<file path="config.mk">
export PLATFORM = sky130hd
export DESIGN_NAME = lis3dh_spi_responder
export DESIGN_NICKNAME = d
export VERILOG_FILES = /design/src/rtl/lis3dh_pkg.sv /design/src/rtl/lis3dh_spi_responder_sync.sv /design/src/rtl/lis3dh_spi_responder.sv
export SDC_FILE = /design/constraint.sdc
export NUM_CORES = 1
export LEC_CHECK = 0
export ABC_AREA = 0
export BUFFER_PORTS_ARGS = -buffer_cell sky130_fd_sc_hd__buf_2
export CAP_MARGIN = 20
export CELL_PAD_IN_SITES_DETAIL_PLACEMENT = 0
export CELL_PAD_IN_SITES_GLOBAL_PLACEMENT = 1
export CORE_ASPECT_RATIO = 0.9
export CORE_MARGIN = 4
export CORE_UTILIZATION = 52
export CTS_CLUSTER_DIAMETER = 50
export CTS_CLUSTER_SIZE = 16
export DETAILED_ROUTE_END_ITERATION = 8
export PLACE_DENSITY_LB_ADDON = 0.1
export SYNTH_ARGS = -nofsm -noshare
export SYNTH_HDL_FRONTEND = slang
export SYNTH_HIERARCHICAL = 1
export SYNTH_SLANG_ARGS = --single-unit
</file>
<file path="constraint.sdc">
create_clock -name clk -period 11.65 [get_ports clk]
set_input_delay 0.5825 -clock clk [delete_from_list [all_inputs] [get_ports clk]]
set_output_delay 0.5825 -clock clk [all_outputs]
set_load 0.005 [all_outputs]
</file>
<file path="src/rtl/lis3dh_pkg.sv">
// Shared definitions for the LIS3DH SPI responder.
// Contents:
//   - register address constants
//   - command-byte bit positions
//   - FSM state enum
//   - debug struct exported by the top
//   - a helper that tells whether an address accepts writes
package lis3dh_pkg;

  localparam logic [5:0] ADDR_WHO_AM_I  = 6'h0F;
  localparam logic [5:0] ADDR_CTRL_REG1 = 6'h20;
  localparam logic [5:0] ADDR_CTRL_REG2 = 6'h21;
  localparam logic [5:0] ADDR_CTRL_REG3 = 6'h22;
  localparam logic [5:0] ADDR_CTRL_REG4 = 6'h23;
  localparam logic [5:0] ADDR_CTRL_REG5 = 6'h24;
  localparam logic [5:0] ADDR_CTRL_REG6 = 6'h25;
  localparam logic [5:0] ADDR_OUT_X_L   = 6'h28;
  localparam logic [5:0] ADDR_OUT_X_H   = 6'h29;
  localparam logic [5:0] ADDR_OUT_Y_L   = 6'h2A;
  localparam logic [5:0] ADDR_OUT_Y_H   = 6'h2B;
  localparam logic [5:0] ADDR_OUT_Z_L   = 6'h2C;
  localparam logic [5:0] ADDR_OUT_Z_H   = 6'h2D;

  localparam int RW_BIT = 7;
  localparam int MS_BIT = 6;

  typedef enum logic [1:0] {
    IDLE = 2'd0,
    CMD  = 2'd1,
    WR   = 2'd2,
    RD   = 2'd3
  } state_t;

  // Observability bundle: FSM state plus the synchronized bus view.
  typedef struct packed {
    state_t     state;
    logic [2:0] bit_cnt;
    logic       cs_sync;
    logic       spc_sync;
  } dbg_t;

  function automatic logic is_writable(input logic [5:0] addr);
    return (addr >= ADDR_CTRL_REG1) && (addr <= ADDR_CTRL_REG6);
  endfunction

endpackage

</file>
<file path="src/rtl/lis3dh_spi_responder_sync.sv">
// N-stage synchronizer with single-cycle rise/fall pulses.
// Ports:
//   clk, reset : system clock and async active-high reset
//   d          : asynchronous input
//   q          : synchronized level
//   rise, fall : one-clk pulses on synchronized edges
// Edges are taken from the synchronized level and one extra history flop,
// so no metastable stage ever feeds the edge logic.
module spi_sync_edge #(
  parameter int   STAGES  = 2,
  parameter logic RST_VAL = 1'b1
) (
  input  logic clk,
  input  logic reset,
  input  logic d,
  output logic q,
  output logic rise,
  output logic fall
);

  logic [STAGES-1:0] r_sync;
  logic              r_last;

  always_ff @(posedge clk or posedge reset) begin
    if (reset) begin
      r_sync <= {STAGES{RST_VAL}};
      r_last <= RST_VAL;
    end else begin
      r_sync <= {r_sync[STAGES-2:0], d};
      r_last <= r_sync[STAGES-1];
    end
  end

  assign q    = r_sync[STAGES-1];
  assign rise = q & ~r_last;
  assign fall = ~q & r_last;

endmodule

</file>
<file path="src/rtl/lis3dh_spi_responder.sv">
// SPI (mode 3) responder modelling the LIS3DH register interface.
// Ports:
//   clk, reset        : system clock, async active-high reset
//   cs, spc, sdi      : SPI bus from the master (asynchronous to clk)
//   sdo, sdo_oe       : read data and its output enable
//   accel_x/y/z       : injected samples
//   sample_valid      : strobe that captures accel_* into OUT registers
//   ctrl_reg1/4       : current CTRL_REG1 / CTRL_REG4
//   wr_strobe/addr/data : one-clk report of each committed write
//   dbg               : FSM state and synchronized bus view
// Frame: command byte {R/W, MS, addr[5:0]} then data bytes, MSB first.
// sdi is sampled on synced spc rise; sdo changes on the clk after a synced
// spc fall. MS=1 auto-increments the address after each data byte.
module lis3dh_spi_responder
  import lis3dh_pkg::*;
#(
  parameter int         SYNC_STAGES   = 2,
  parameter logic [7:0] WHO_AM_I_VAL  = 8'h33,
  parameter logic [7:0] CTRL_REG1_RST = 8'h07
) (
  input  logic        clk,
  input  logic        reset,
  input  logic        cs,
  input  logic        spc,
  input  logic        sdi,
  output logic        sdo,
  output logic        sdo_oe,
  input  logic [15:0] accel_x,
  input  logic [15:0] accel_y,
  input  logic [15:0] accel_z,
  input  logic        sample_valid,
  output logic [7:0]  ctrl_reg1,
  output logic [7:0]  ctrl_reg4,
  output logic        wr_strobe,
  output logic [5:0]  wr_addr,
  output logic [7:0]  wr_data,
  output dbg_t        dbg
);

  logic w_cs, w_cs_rise, w_cs_fall;
  logic w_spc, w_spc_rise, w_spc_fall;
  logic w_sdi;

  spi_sync_edge #(.STAGES(SYNC_STAGES), .RST_VAL(1'b1)) u_cs_sync (
    .clk(clk), .reset(reset), .d(cs), .q(w_cs), .rise(w_cs_rise), .fall(w_cs_fall)
  );

  spi_sync_edge #(.STAGES(SYNC_STAGES), .RST_VAL(1'b1)) u_spc_sync (
    .clk(clk), .reset(reset), .d(spc), .q(w_spc), .rise(w_spc_rise), .fall(w_spc_fall)
  );

  // sdi needs the same latency as spc so data and its clock stay aligned.
  logic [SYNC_STAGES-1:0] r_sdi_sync;
  always_ff @(posedge clk or posedge reset) begin
    if (reset) r_sdi_sync <= '0;
    else       r_sdi_sync <= {r_sdi_sync[SYNC_STAGES-2:0], sdi};
  end
  assign w_sdi = r_sdi_sync[SYNC_STAGES-1];

  state_t      r_state;
  logic [6:0]  r_shift;
  logic [2:0]  r_bit_cnt;
  logic        r_ms;
  logic [5:0]  r_addr;
  logic [7:0]  r_tx;
  logic        r_sdo;
  logic        r_sdo_oe;
  logic [7:0]  r_ctrl [0:5];
  logic        r_wr_strobe;
  logic [5:0]  r_wr_addr;
  logic [7:0]  r_wr_data;
  logic [15:0] r_out_x, r_out_y, r_out_z;
  logic [15:0] r_pend_x, r_pend_y, r_pend_z;
  logic        r_pend_valid;

  // Byte as it stands once the current spc rise shifts in w_sdi.
  logic [7:0] w_byte;
  logic [5:0] w_next_addr;
  logic [5:0] w_rd_addr;
  logic [7:0] w_rd_data;

  assign w_byte      = {r_shift, w_sdi};
  assign w_next_addr = r_ms ? r_addr + 6'd1 : r_addr;
  // The command byte's own address is only visible combinationally on the
  // 8th command bit, so the first read byte is fetched from w_byte.
  assign w_rd_addr   = (r_state == CMD) ? w_byte[5:0] : w_next_addr;

  always_comb begin
    w_rd_data = 8'h00;
    case (w_rd_addr)
      ADDR_WHO_AM_I:  w_rd_data = WHO_AM_I_VAL;
      ADDR_CTRL_REG1: w_rd_data = r_ctrl[0];
      ADDR_CTRL_REG2: w_rd_data = r_ctrl[1];
      ADDR_CTRL_REG3: w_rd_data = r_ctrl[2];
      ADDR_CTRL_REG4: w_rd_data = r_ctrl[3];
      ADDR_CTRL_REG5: w_rd_data = r_ctrl[4];
      ADDR_CTRL_REG6: w_rd_data = r_ctrl[5];
      ADDR_OUT_X_L:   w_rd_data = r_out_x[7:0];
      ADDR_OUT_X_H:   w_rd_data = r_out_x[15:8];
      ADDR_OUT_Y_L:   w_rd_data = r_out_y[7:0];
      ADDR_OUT_Y_H:   w_rd_data = r_out_y[15:8];
      ADDR_OUT_Z_L:   w_rd_data = r_out_z[7:0];
      ADDR_OUT_Z_H:   w_rd_data = r_out_z[15:8];
      default:        w_rd_data = 8'h00;
    endcase
  end

  always_ff @(posedge clk or posedge reset) begin
    if (reset) begin
      r_state     <= IDLE;
      r_shift     <= '0;
      r_bit_cnt   <= '0;
      r_ms        <= 1'b0;
      r_addr      <= '0;
      r_tx        <= '0;
      r_sdo       <= 1'b1;
      r_sdo_oe    <= 1'b0;
      r_wr_strobe <= 1'b0;
      r_wr_addr   <= '0;
      r_wr_data   <= '0;
      for (int i = 0; i < 6; i++) r_ctrl[i] <= (i == 0) ? CTRL_REG1_RST : 8'h00;
    end else begin
      r_wr_strobe <= 1'b0;
      case (r_state)
        IDLE: begin
          if (w_cs_fall) begin
            r_state   <= CMD;
            r_bit_cnt <= '0;
          end
        end
        CMD: begin
          if (w_spc_rise) begin
            r_shift   <= w_byte[6:0];
            r_bit_cnt <= r_bit_cnt + 3'd1;
            if (r_bit_cnt == 3'd7) begin
              r_addr <= w_byte[5:0];
              r_ms   <= w_byte[MS_BIT];
              if (w_byte[RW_BIT]) begin
                r_state  <= RD;
                r_tx     <= w_rd_data;
                r_sdo_oe <= 1'b1;
              end else begin
                r_state <= WR;
              end
            end
          end
        end
        WR: begin
          if (w_spc_rise) begin
            r_shift   <= w_byte[6:0];
            r_bit_cnt <= r_bit_cnt + 3'd1;
            if (r_bit_cnt == 3'd7) begin
              if (is_writable(r_addr)) begin
                r_ctrl[r_addr[2:0]] <= w_byte;
                r_wr_strobe         <= 1'b1;
                r_wr_addr           <= r_addr;
                r_wr_data           <= w_byte;
              end
              r_addr <= w_next_addr;
            end
          end
        end
        RD: begin
          if (w_spc_fall) begin
            r_sdo <= r_tx[7];
            r_tx  <= {r_tx[6:0], 1'b0};
          end
          // The master samples bit 0 on the 8th rise; reload right then so
          // the following fall already presents the next byte's MSB.
          if (w_spc_rise) begin
            r_bit_cnt <= r_bit_cnt + 3'd1;
            if (r_bit_cnt == 3'd7) begin
              r_addr <= w_next_addr;
              r_tx   <= w_rd_data;
            end
          end
        end
        default: r_state <= IDLE;
      endcase

      // Overrides the state update above but not a same-cycle commit.
      if (w_cs_rise) begin
        r_state   <= IDLE;
        r_sdo_oe  <= 1'b0;
        r_sdo     <= 1'b1;
        r_bit_cnt <= '0;
      end
    end
  end

  // OUT registers only change between frames so a burst read is coherent.
  always_ff @(posedge clk or posedge reset) begin
    if (reset) begin
      r_out_x      <= '0;
      r_out_y      <= '0;
      r_out_z      <= '0;
      r_pend_x     <= '0;
      r_pend_y     <= '0;
      r_pend_z     <= '0;
      r_pend_valid <= 1'b0;
    end else if (sample_valid && w_cs) begin
      r_out_x      <= accel_x;
      r_out_y      <= accel_y;
      r_out_z      <= accel_z;
      r_pend_valid <= 1'b0;
    end else if (sample_valid) begin
      r_pend_x     <= accel_x;
      r_pend_y     <= accel_y;
      r_pend_z     <= accel_z;
      r_pend_valid <= 1'b1;
    end else if (w_cs && r_pend_valid) begin
      r_out_x      <= r_pend_x;
      r_out_y      <= r_pend_y;
      r_out_z      <= r_pend_z;
      r_pend_valid <= 1'b0;
    end
  end

  assign sdo       = r_sdo;
  assign sdo_oe    = r_sdo_oe;
  assign ctrl_reg1 = r_ctrl[0];
  assign ctrl_reg4 = r_ctrl[3];
  assign wr_strobe = r_wr_strobe;
  assign wr_addr   = r_wr_addr;
  assign wr_data   = r_wr_data;

  assign dbg.state    = r_state;
  assign dbg.bit_cnt  = r_bit_cnt;
  assign dbg.cs_sync  = w_cs;
  assign dbg.spc_sync = w_spc;

endmodule

</file>
==> run metrics <==
clock network power share=30.2%; Reg-to-Reg End=r_tx[1]$_DFFE_PP0P_; post-synth top area cell=dfrtp_1; share of layout cells above drive strength 1=between 30 and 40%; # Post-CTS Setup Buffers=0; total power per unit cell area=roughly 190 nW/um^2; Design Area, Final=10600 sq um; syn_area_per_cell=~12 sq um; DRC violations left=0; post-synth cell types=70; mux share of post-synthesis cell area=14.0%; dpl cell area=between 9000 and 10000 sq um; hold buffer count at CTS=0; critical-path cell list=inv_1 -> ha_1 -> nor2b_1 -> mux2_4 -> a211oi_2 -> and4_1 -> a222oi_1 -> and3_1 -> a31oi_1; Register-to-Register Path Depth=9; synth top area cells=dfrtp_1, mux2_2, a22o_1, dfstp_2, buf_4; die area=between 20000 and 25000 sq um; Synth Area in Compound Gates=19.3%; min cycle time layout=3.84 ns; Switching Share=36.8%; clk buf depth=2; CP Class=flip-flop to flip-flop; post-synthesis adder-cell area fraction=1.20%; clk_lat worst skew=0.44 ns; post-synthesis sequential area ratio=52.5%; clock slew at reported path FFs=0.08 ns; routability cong.=1.04; Synth Warn #=6; Initial Utilization=53.3%; Least-Margin Pin Slew=~1.1 ns; CTS Root Cell=clkbuf_16; Simple-Gate Fraction of Synth Area=8.19%; CP endpoint kind=flip-flop; Critical Path RT=12.01 ns; core footprint=17700 sq um; final net count=around 890; CTS tree=built; Peak VDD IR=around 93 uV; Power Total=around 0.002 W; status=complete, no violations; Hold Vio Cnt, Final=0; syn_nets=846; Clock Sinks=slightly below 200; Finish-stage setup viols=0; register bit total from synthesis=197; final wirelength=24900 microns; Worst Setup SP=r_state[1]$_DFFE_PP0P_; Max-cap violations=0; vias in the first global route=6842; cell area after synthesis=9410 sq um; synthesized instance count=783; CTS Buf Count=17; switching pwr=0.000726 W; largest net degree at the start of global routing=85; num ports=94; Avg WL per Cell=about 23 microns; main combinational cell family by area after synthesis=compound AO/OA/AOI/OAI gates; Routed Antenna Nets=0; Post-Synth XOR/XNOR Area=0.0931%; via density per instance=6.21; RSZ-0062 raised after global routing=no; crit path buf inv count=1; Comb power frac=24.8%; Area Growth Syn to Fin=12.1%; # diodes=0; Reg power frac=45.0%; LEAKAGE=4.80 nW; Crit path largest cell delay=0.85 ns; global route overflow=0; Gates resized, CTS repair=0; # H-tree levels=4; crit-path max FO=34; Total GRT Usage=roughly a quarter; CP Data Arrival Time=between 4 and 5 ns; Crit path max-delay family=compound AO/OA/AOI/OAI gates; initial antenna violation count=0; Stages on worst setup path=9; top-area cell type share of the netlist area=49.7%; Layout Skew=0.0178 ns; Worst Hold Class=input port to async pin; Fin Setup TNS=0 ns; port bufs=93; Worst R2R Start=r_state[1]$_DFFE_PP0P_; R2R Setup Slk=7.81 ns; first-pass GRT wire length=39700 microns; Internal Pwr Total=0.00125 W; Initial DRC Count=424; die span in x=150 microns; Peak Freq=261 MHz; Top FF cell, synth=dfrtp_1; relative slew slack=27.7%; period utilisation layout=32.9%; Final Max Tran Viols=0; Post-synth EDFFs=0; Detailed Routing Iterations Pass 1=5; Die H=about 140 microns; Critical Path Start Type=flip-flop; Post-synth ARST share=100%; Vias=6719; Final HPWL DP=18200 microns; Row Count=46; Crit-path slowest cell=ha_1; CP endpoint=r_tx[1]$_DFFE_PP0P_
synth_stat cells (all sizes together) (7+ instances only):
cell / number
o21ai: 24
a22o: 99
a21oi: 30
and2: 8
nand3: 22
a32o: 8
nand2: 37
dfstp: 10
buf: 38
nor2: 18
a22oi: 7
a221oi: 7
mux2: 110
inv: 14
a31oi: 8
o22ai: 11
dfrtp: 187
ha: 9
nor3: 7
and3: 7
nor2b: 11
clkbuf: 37
through the flow:
step | setup slack, ns | hold slack (ns) | util, % | cells
detailed placement | 7.81 | 0.349 | 55.9 | 1047
CTS | 7.80 | 0.205 | 59.4 | 1079
global route | 7.52 | 0.225 | 59.7 | 1082
floorplan | 5.88 | 0.331 | - | 783
global placement | 8.02 | 0.335 | 55.8 | 1046
finish | 7.81 | 0.192 | 59.7 | 1082
logic make-up (layout without fill, tap and decap cells):
group,count (synthesis),in the layout
AND/OR/NAND/NOR,137,137
multiplexers,116,116
buffers and inverters,89,148
adder cells (fa/ha/maj),9,9
XOR/XNOR,1,1
flip-flops,197,197
AO/OA/AOI/OAI,234,234
metal layers:
metal / global-route usage, % / share of wire (%) / vias up
met2: 40.2 / 47 / 196
met4: 7.52 / 2.3 / 0
met1: 36.3 / 46 / 3453
met3: 4.32 / 4.7 / 35
met5: 0 / 0 / -
li1: - / - / 3035
state kept, by name, summed over array words and instances (netlist names), 2 cells and up:
signal             cells
r_out_x               16
ctrl_reg1              8
r_pend_x              16
wr_data                8
u_cs_sync/r_sync       2
r_addr                 6
u_spc_sync/r_sync      2
r_out_y               16
wr_addr                6
r_shift                7
r_state                2
r_ctrl                32
r_out_z               16
r_tx                   8
r_pend_y              16
r_sdi_sync             2
r_pend_z              16
ctrl_reg4              8
r_bit_cnt              3
worst register-to-register path: stages (launching register included):
cell,delay (ns)
dfrtp_1,0.42
inv_1,0.12
ha_1,0.85
nor2b_1,0.16
mux2_4,0.36
a211oi_2,0.76
and4_1,0.59
a222oi_1,0.17
and3_1,0.20
a31oi_1,0.14
cells in the final DEF (no fill, tap or decap), types with 17 or more instances in the layout:
| master | synthesis | final |
|---|---|---|
| o21ai_0 | 23 | 22 |
| nand2_1 | 37 | 37 |
| mux2_2 | 109 | 109 |
| nand3_1 | 20 | 20 |
| dfrtp_1 | 187 | 187 |
| clkbuf_16 | 0 | 17 |
| a21oi_1 | 29 | 29 |
| a22o_1 | 99 | 99 |
| nor2_1 | 17 | 17 |
| buf_2 | 6 | 93 |
worst min-delay path by stage:
stage,start,endpoint,slack (ns),depth (start not counted)
finish,reset,r_bit_cnt[2]$_DFFE_PP0P_,0.19,2
global route,reset,r_bit_cnt[2]$_DFFE_PP0P_,0.23,2
CTS,reset,r_bit_cnt[2]$_DFFE_PP0P_,0.21,2
detailed placement,u_spc_sync/r_sync[0]$_DFF_PP1_,u_spc_sync/r_sync[1]$_DFF_PP1_,0.35,0
global placement,r_sdi_sync[0]$_DFF_PP0_,r_sdi_sync[1]$_DFF_PP0_,0.33,0
floorplan,r_sdi_sync[0]$_DFF_PP0_,r_sdi_sync[1]$_DFF_PP0_,0.33,0
power groups by stage:
stage | combinational [W] | clock (W) | sequential, W
2_1_floorplan | 0.000406 | 0 | 0.000811
3_3_place_gp | 0.000462 | 0 | 0.000895
3_5_place_dp | 0.000476 | 0 | 0.000899
4_1_cts | 0.000479 | 0.000607 | 0.000886
5_1_grt | 0.000531 | 0.000637 | 0.000901
6_report | 0.000490 | 0.000596 | 0.000888
layout make-up:
| class | instances | area (sq um) |
|---|---|---|
| fillers | 1458 | 7120 |
| flip-flops and latches | 197 | 4940 |
| multi-input cells | 497 | 4050 |
| repair buffers | 102 | 593 |
| clock buffers | 18 | 429 |
| well taps | 240 | 300 |
| clock inverters | 14 | 178 |
| inverters | 14 | 57.6 |
(Power assumes the default switching activity.)
